==> src/rtl/weight_buffer_writer_pkg.sv <==
// Shared constants and FSM encoding for the weight buffer writer and its reader.
// Shape bus layout is {w, h, c} with 16-bit fields.
package weight_buffer_writer_pkg;

    localparam int unsigned N_BUF_X     = 5;
    localparam int unsigned B_BUF_ADDR  = 9;
    localparam int unsigned B_SHAPE     = 48;
    localparam int unsigned DATA_WIDTH  = 64;
    localparam int unsigned CH_PER_WORD = 64;

    localparam int unsigned C_OFS = 0;
    localparam int unsigned H_OFS = 16;
    localparam int unsigned W_OFS = 32;

    localparam int unsigned B_DIM  = 16;
    localparam int unsigned B_WRAP = B_DIM - $clog2(CH_PER_WORD);
    localparam int unsigned B_BANK = $clog2(N_BUF_X);

    typedef enum logic [1:0] {
        StIdle,
        StLoad,
        StStream,
        StDone
    } wbw_state_e;

    function automatic logic [N_BUF_X-1:0] bank_onehot(logic [B_BANK-1:0] bank);
        return N_BUF_X'(1) << bank;
    endfunction

endpackage

==> src/rtl/weight_buffer_writer_if.sv <==
// AXI4-Stream style weight word stream from the DDR read DMA.
// master = DMA side, slave = writer side.
interface weight_buffer_writer_if;

    logic [weight_buffer_writer_pkg::DATA_WIDTH-1:0] tdata;
    logic                                            tvalid;
    logic                                            tlast;
    logic                                            tready;

    modport master (
        output tdata,
        output tvalid,
        output tlast,
        input  tready
    );

    modport slave (
        input  tdata,
        input  tvalid,
        input  tlast,
        output tready
    );

endinterface

==> src/rtl/wbuf_addr_gen.sv <==
// Multiplier-free bank/address walker: k innermost, then y, then x; each column of
// h*n_wrap words fills one bank, banks rotate and the base steps by col_words per round.
module wbuf_addr_gen
    import weight_buffer_writer_pkg::*;
(
    input  logic                  clk,
    input  logic                  rst,
    input  logic                  clear,
    input  logic                  advance,
    input  logic [B_WRAP-1:0]     n_wrap,
    input  logic [B_DIM-1:0]      h,
    input  logic [B_DIM-1:0]      w,
    input  logic [B_BUF_ADDR-1:0] col_words,
    output logic [B_BANK-1:0]     bank,
    output logic [B_BUF_ADDR-1:0] addr,
    output logic                  last
);

    logic [B_WRAP-1:0]     k_q;
    logic [B_DIM-1:0]      y_q;
    logic [B_DIM-1:0]      x_q;
    logic [B_BANK-1:0]     rx_q;
    logic [B_BUF_ADDR-1:0] base_q;
    logic [B_BUF_ADDR-1:0] addr_q;

    logic                  k_last;
    logic                  y_last;
    logic                  x_last;
    logic                  rx_last;
    logic [B_BUF_ADDR-1:0] base_next;

    assign k_last    = (k_q == n_wrap - B_WRAP'(1));
    assign y_last    = (y_q == h - B_DIM'(1));
    assign x_last    = (x_q == w - B_DIM'(1));
    assign rx_last   = (rx_q == B_BANK'(N_BUF_X - 1));
    // Address space wraps modulo 2^B_BUF_ADDR; firmware keeps tensors inside it.
    assign base_next = base_q + col_words;

    always_ff @(posedge clk) begin
        if (rst || clear) begin
            k_q    <= '0;
            y_q    <= '0;
            x_q    <= '0;
            rx_q   <= '0;
            base_q <= '0;
            addr_q <= '0;
        end else if (advance) begin
            if (!k_last) begin
                k_q    <= k_q + B_WRAP'(1);
                addr_q <= addr_q + B_BUF_ADDR'(1);
            end else begin
                k_q <= '0;
                if (!y_last) begin
                    y_q    <= y_q + B_DIM'(1);
                    addr_q <= addr_q + B_BUF_ADDR'(1);
                end else begin
                    y_q <= '0;
                    x_q <= x_last ? '0 : x_q + B_DIM'(1);
                    if (rx_last) begin
                        rx_q   <= '0;
                        base_q <= base_next;
                        addr_q <= base_next;
                    end else begin
                        rx_q   <= rx_q + B_BANK'(1);
                        addr_q <= base_q;
                    end
                end
            end
        end
    end

    assign bank = rx_q;
    assign addr = addr_q;
    assign last = k_last && y_last && x_last;

endmodule

==> src/rtl/weight_buffer_writer.sv <==
// Scatters a DDR weight stream into N_BUF_X x-interleaved weight banks; bank x mod N_BUF_X,
// address n_wrap*(y + h*floor(x/N_BUF_X)) + k. All outputs are registered.
module weight_buffer_writer
    import weight_buffer_writer_pkg::*;
(
    input  logic                           clk,
    input  logic                           rst,
    input  logic [B_SHAPE-1:0]             wei_shape,
    input  logic                           start,
    output logic                           busy,
    output logic                           done,
    output logic                           err,
    weight_buffer_writer_if.slave          axis,
    output logic [N_BUF_X-1:0]             wren,
    output logic [B_BUF_ADDR*N_BUF_X-1:0]  wraddr,
    output logic [DATA_WIDTH-1:0]          wrdata
);

    wbw_state_e                      state_q;
    logic [B_DIM-1:0]                w_q;
    logic [B_DIM-1:0]                h_q;
    logic [B_WRAP-1:0]               n_wrap_q;
    // Only the low B_BUF_ADDR bits of h*n_wrap matter since addresses wrap.
    logic [B_BUF_ADDR-1:0]           col_words_q;
    logic                            done_q;
    logic                            err_q;
    logic                            tready_q;
    logic [N_BUF_X-1:0]              wren_q;
    logic [B_BUF_ADDR*N_BUF_X-1:0]   wraddr_q;
    logic [DATA_WIDTH-1:0]           wrdata_q;

    logic                            beat;
    logic                            empty_shape;
    logic [B_BANK-1:0]               bank;
    logic [B_BUF_ADDR-1:0]           addr;
    logic                            last;
    logic [B_BUF_ADDR*N_BUF_X-1:0]   wraddr_d;
    logic [$clog2(CH_PER_WORD)-1:0]  unused_c_lsb;

    assign unused_c_lsb = wei_shape[C_OFS +: $clog2(CH_PER_WORD)];

    assign beat        = axis.tvalid && tready_q;
    assign empty_shape = (w_q == '0) || (h_q == '0) || (n_wrap_q == '0);

    wbuf_addr_gen u_addr_gen (
        .clk       (clk),
        .rst       (rst),
        .clear     (state_q == StLoad),
        .advance   (beat),
        .n_wrap    (n_wrap_q),
        .h         (h_q),
        .w         (w_q),
        .col_words (col_words_q),
        .bank      (bank),
        .addr      (addr),
        .last      (last)
    );

    always_comb begin
        wraddr_d = '0;
        for (int i = 0; i < N_BUF_X; i++) begin
            if (bank == B_BANK'(i)) begin
                wraddr_d[i*B_BUF_ADDR +: B_BUF_ADDR] = addr;
            end
        end
    end

    always_ff @(posedge clk) begin
        if (rst) begin
            state_q     <= StIdle;
            w_q         <= '0;
            h_q         <= '0;
            n_wrap_q    <= '0;
            col_words_q <= '0;
            done_q      <= 1'b0;
            err_q       <= 1'b0;
            tready_q    <= 1'b0;
            wren_q      <= '0;
            wraddr_q    <= '0;
            wrdata_q    <= '0;
        end else begin
            wren_q   <= '0;
            wraddr_q <= '0;
            if (beat) begin
                wren_q   <= bank_onehot(bank);
                wraddr_q <= wraddr_d;
                wrdata_q <= axis.tdata;
                // tlast only feeds the error flag; beat count alone ends the tensor.
                if (axis.tlast != last) begin
                    err_q <= 1'b1;
                end
            end

            unique case (state_q)
                StIdle: begin
                    if (start) begin
                        w_q      <= wei_shape[W_OFS +: B_DIM];
                        h_q      <= wei_shape[H_OFS +: B_DIM];
                        n_wrap_q <= wei_shape[C_OFS + $clog2(CH_PER_WORD) +: B_WRAP];
                        err_q    <= 1'b0;
                        state_q  <= StLoad;
                    end
                end
                StLoad: begin
                    col_words_q <= B_BUF_ADDR'(32'(h_q) * 32'(n_wrap_q));
                    if (empty_shape) begin
                        done_q  <= 1'b1;
                        state_q <= StDone;
                    end else begin
                        tready_q <= 1'b1;
                        state_q  <= StStream;
                    end
                end
                StStream: begin
                    if (beat && last) begin
                        tready_q <= 1'b0;
                        state_q  <= StDone;
                    end
                end
                StDone: begin
                    // After a stream, DONE holds one extra cycle so done trails the last write.
                    if (done_q) begin
                        done_q  <= 1'b0;
                        state_q <= StIdle;
                    end else begin
                        done_q <= 1'b1;
                    end
                end
                default: state_q <= StIdle;
            endcase
        end
    end

    assign busy        = (state_q != StIdle);
    assign done        = done_q;
    assign err         = err_q;
    assign axis.tready = tready_q;
    assign wren        = wren_q;
    assign wraddr      = wraddr_q;
    assign wrdata      = wrdata_q;

endmodule

==> src/flat_wrapper.sv <==
// flat-port wrapper written by rule: the top's interface ports become plain ports
module weight_buffer_writer_flat import weight_buffer_writer_pkg::*;
  (clk, rst, wei_shape, start, busy, done, err, wren, wraddr, wrdata, axis_tdata, axis_tvalid, axis_tlast, axis_tready);
  weight_buffer_writer_if axis_i ();
  input  logic clk;
  input  logic rst;
  input  logic [B_SHAPE-1:0] wei_shape;
  input  logic start;
  output logic busy;
  output logic done;
  output logic err;
  output logic [N_BUF_X-1:0] wren;
  output logic [B_BUF_ADDR*N_BUF_X-1:0] wraddr;
  output logic [DATA_WIDTH-1:0] wrdata;
  input wire logic [$bits(axis_i.tdata)-1:0] axis_tdata;
  input wire logic [$bits(axis_i.tvalid)-1:0] axis_tvalid;
  input wire logic [$bits(axis_i.tlast)-1:0] axis_tlast;
  output wire logic [$bits(axis_i.tready)-1:0] axis_tready;
  assign axis_i.tdata = axis_tdata;
  assign axis_i.tvalid = axis_tvalid;
  assign axis_i.tlast = axis_tlast;
  assign axis_tready = axis_i.tready;
  weight_buffer_writer u_core (.clk(clk), .rst(rst), .wei_shape(wei_shape), .start(start), .busy(busy), .done(done), .err(err), .axis(axis_i), .wren(wren), .wraddr(wraddr), .wrdata(wrdata));
endmodule
==> config.mk <==
export PLATFORM = sky130hd
export DESIGN_NAME = weight_buffer_writer_flat
export DESIGN_NICKNAME = d
export VERILOG_FILES = /design/src/rtl/weight_buffer_writer_pkg.sv /design/src/rtl/weight_buffer_writer_if.sv /design/src/rtl/wbuf_addr_gen.sv /design/src/rtl/weight_buffer_writer.sv /design/src/flat_wrapper.sv
export SDC_FILE = /design/constraint.sdc
export NUM_CORES = 1
export LEC_CHECK = 0
export CORE_MARGIN = 5
export CORE_UTILIZATION = 30
export CTS_BUF_LIST = sky130_fd_sc_hd__clkbuf_2 sky130_fd_sc_hd__clkbuf_4 sky130_fd_sc_hd__clkbuf_8
export DETAILED_ROUTE_END_ITERATION = 6
export SLEW_MARGIN = 20
export SYNTH_ARGS = -nofsm -noshare
export SYNTH_HDL_FRONTEND = slang
export SYNTH_SLANG_ARGS = --single-unit
export TNS_END_PERCENT = 5
==> constraint.sdc <==
create_clock -name clk -period 4.1 [get_ports clk]
set_input_delay 1.23 -clock clk [delete_from_list [all_inputs] [get_ports clk]]
set_output_delay 1.23 -clock clk [all_outputs]
set_load 0.02 [all_outputs]
==> metrics list <==
* Design area: 15700 um2
- In this run the vertical extent of the chip is 208 um.
* Syn_nets: 1608
* Initial Util: 0.304
- Top-count cell post-synth: nand2_1
* Global-route wire length before repair: 54400 um
* HPWL after detailed placement: 24400 um
* Routed length per instance: 15.3 um
- For this run, the top clock speed supported by timing is 0.259 GHz.
* First DRT Iteration DRCs: 566
- In this run the horizontal extent of the chip is 208 um.
- Worst hold start: u_core.wrdata[58]
- After synthesis, the mean cell area works out to 8.24 um2.
- Yosys printed 0 warnings.
- The cell area that synthesis handed to floorplanning was 11800 um2.
- Largest area contributor in the synthesized netlist: dfxtp_1
- Run status: finished, final reports clean
* Number of distinct library cells after synthesis: 77
- In this run, synthesis produced a sequential element count of 233.
* CTS Buf Count: 44
* Largest fanout on the critical path: 8
- Core outline area: 38700 um2
* Net count, final: 1824
- Final weighted congestion in routability-driven placement: approximately 0.83
- Entering global routing, the biggest net connects 78 pins.
- Of the total power, registers draw 0.357.
- Post-Route Skew: 0.0288 ns
- Gate count after technology mapping: approximately 1400
* Depth of the most critical reg-to-reg path: 14
- The number of setup buffers added after CTS is 0.
- Lkg Pwr: 5.90 nW
- Worst slack on hold paths: 0.451 ns
- Across the VDD grid, the largest voltage drop is 0.259 mV.
- After detailed routing, the number of remaining DRC violations is 0.
- In the global route stage, overall resource usage came out at 0.150.
- After global routing the overflow that remains totals 0.
- Of the total power, the share spent switching nets is 0.325.
- Summing all placed instances gives a cell area of between 10000 and 15000 um2.
- The smallest clock period supported by the final layout is computed as 3.86 ns.
- Across all setup checks in the final design, the least slack found is 0.244 ns.
- Measured against its own limit, the worst slew margin works out to 0.419.
- The final layout contains routed wiring with a total length of 33600 um.
- Of the total power, the clock network draws 0.369.
- H-tree levels: 2
* Net switching power: between 0.002 and 0.0025 W
* Ys flop type: dfxtp_1
- Dividing total power by cell area gives a power density of 471 nW/um2.
- The count of endpoints failing hold in the final timing report is 0.
- After clock tree synthesis, the clock-pin slew on the worst setup and hold paths is 0.05 ns.
- Top cells by area in the synthesized netlist: dfxtp_1, nand2_1, a21oi_1
- The count of final max-slew check failures is 0.
- Number of enable-type register cells in the synthesized netlist: 0
- Once the clock tree was built, the resizer swapped 0 gates to a different size.
- For the worst-skew pair, the clock arrives at the later sink with an insertion delay of 0.60 ns.
- Setup violations remaining at the end of the flow were counted as 0.
- Share of cells above drive strength 1: 0.0811
- The floorplan step defined a die boundary enclosing roughly 43000 um2.
- Antenna violations before repair: 1
- TritonCTS built the clock tree.
* Worst r2r src: u_core.n_wrap_q[2]
- Of the total power, combinational logic draws 0.274.
* Count of hold buffers inserted by post-cts repair: 0
- Critical R2R Capture: u_core.col_words_q[8]
- # port buffers: approximately 230
* Min-Delay Path Class: reg2reg
- In the finished design, the share of the clock period the worst path needs comes to 0.941.
* Detailed-routing iteration count for the pre-antenna-repair pass: 4
- STA classifies the critical path startpoint as a register.
- Clock tree synthesis found a total of 233 sinks.
* Worst Hold Depth: 2
- Worst Setup End Kind: register
* I/O pins: 235
- The count of nets left with antenna violations once routing finished came out at 0.
- Critical Path AT: 4.36 ns
- Number of maximum-capacitance constraint violations: 0
- Fill cells in the final layout number 3928.
- For this run, the register share of the synthesized area comes to 0.397.
* Fin Setup TNS: 0 ns
- Transition time of the tightest slew-check pin: just under 0.9 ns
- In this run the clock root is driven by a clkbuf_8.
- Ranked by instance count, the synthesized netlist is headed by nand2_1, dfxtp_1, a21oi_1.
- At the end of the flow the core is filled with cells to 0.404.
- Longest Clk Path Bufs: 3
* Top cell type's share of synthesized area: 0.397
* Internal portion of total power: 0.00498 W
* Number of inserted diodes: 0
* RSZ-0062 raised after global routing: no
- The via count of the first global-routing pass is 10304.
- Asr flop ratio synth: 0
- The critical path in this run is classified as reg2reg.
- Worst setup slack for register-to-register paths: 0.24 ns
- Area growth syn-to-layout: 33.1%
- For hold timing, the worst endpoint is u_core.wrdata[58].
* Pre-CTS worst setup slack: 0.230 ns
- For this block, the via count after detailed routing is 10548.
* Via density: 4.81
* Row cnt: 72
* Critical Path RT: 4.60 ns
-- placed cells by master (no fill, tap or decap), types with 6 or more instances in the layout --
cell | Yosys | routed
a211oi_1 | 7 | 7
a21oi_1 | 150 | 150
a22oi_1 | 6 | 6
a31oi_1 | 8 | 8
and2_1 | 43 | 42
and3_1 | 41 | 41
and4_1 | 8 | 8
buf_4 | 1 | 31
bufinv_16 | 0 | 6
clkbuf_4 | 0 | 10
clkbuf_8 | 0 | 55
clkdlybuf4s50_1 | 0 | 227
dfxtp_1 | 233 | 233
fa_1 | 19 | 19
ha_1 | 45 | 45
inv_1 | 57 | 57
mux2i_1 | 17 | 17
nand2_1 | 286 | 285
nand2b_1 | 12 | 12
nand3_1 | 30 | 30
nand4_1 | 12 | 12
nor2_1 | 85 | 85
nor3_1 | 30 | 28
nor4_1 | 16 | 16
o2111ai_1 | 8 | 8
o21ai_0 | 23 | 23
o31ai_1 | 6 | 6
or3_1 | 11 | 11
or4_1 | 7 | 7
xnor2_1 | 57 | 57
xor2_1 | 35 | 35
-- power by group through the flow --
stage	sequential (W)	clock [W]	combinational, W
global placement	0.00268	0	0.00201
floorplan	0.00271	0	0.00129
finish	0.00264	0.00272	0.00202
detailed placement	0.00269	0	0.00203
CTS	0.00264	0.00282	0.00205
global route	0.00267	0.00294	0.00224
-- critical path, cell delays in order (launching register included) --
cell	delay, ns
dfxtp_1	0.50
nand2_1	0.14
fa_1	0.56
inv_1	0.06
fa_1	0.45
ha_1	0.30
inv_1	0.05
fa_1	0.54
inv_1	0.04
ha_1	0.33
a21o_1	0.19
a21oi_1	0.17
xnor2_1	0.15
xnor2_1	0.09
a211oi_1	0.21
-- final cells by class --
class | instances | area, um2 | share of cell area
inverter | 57 | 214 | 0.0137
clock buffer | 65 | 832 | 0.0531
multi-input combinational | 1049 | 6550 | 0.418
sequential | 233 | 4660 | 0.298
tap | 518 | 648 | 0.0414
clock inverter | 14 | 246 | 0.0157
timing repair buffer | 258 | 2500 | 0.160
-- layer usage --
| layer | routed length [um] | global-route usage | up-vias |
|---|---|---|---|
| met5 | 13 | 0 | - |
| li1 | - | - | 5301 |
| met3 | 1750 | 0.0423 | 69 |
| met2 | 15900 | 0.252 | 228 |
| met1 | 15000 | 0.189 | 4948 |
| met4 | 870 | 0.0444 | 2 |
-- flip-flops by register name, summed over array words and instances, names as in the netlist, 9 cells and up --
name and count:
u_core.w_q 16, u_core.u_addr_gen.addr 9, u_core.h_q 16, u_core.wraddr 45, u_core.col_words_q 9, u_core.n_wrap_q 10
u_core.u_addr_gen.base_q 9, u_core.wrdata 64, u_core.u_addr_gen.k_q 10, u_core.u_addr_gen.y_q 16, u_core.u_addr_gen.x_q 16
-- kinds of logic (layout without fill, tap and decap cells) --
logic type                 after synthesis  in the layout  synth area share
DFF                                    233            233             0.397
buffers and inverters                  145            394            0.0485
xor gates and xnor gates                93             93            0.0704
and+or+nand+nor                        616            616             0.251
AOI/OAI and AO/OA                      254            254             0.134
adders and majority gates               64             64            0.0802
muxes                                   22             22            0.0193
-- per-stage QoR --
| stage | power [W] | std cells |
|---|---|---|
| finish | 0.00738 | 2194 |
| global placement | 0.00469 | 2115 |
| floorplan | 0.00399 | 1427 |
| CTS | 0.00751 | 2194 |
| global route | 0.00784 | 2194 |
| detailed placement | 0.00472 | 2115 |
-- how the worst max path moves through the flow --
stage,from,to,slack (ns)
CTS,u_core.h_q[3],u_core.col_words_q[8],0.22
finish,u_core.n_wrap_q[2],u_core.col_words_q[8],0.24
floorplan,u_core.n_wrap_q[2],u_core.col_words_q[8],0.19
global placement,u_core.n_wrap_q[2],u_core.col_words_q[8],0.22
global route,u_core.n_wrap_q[2],u_core.col_words_q[8],0.04
detailed placement,u_core.n_wrap_q[2],u_core.col_words_q[8],0.23
Note: power is estimated with default switching activity, not from simulation.
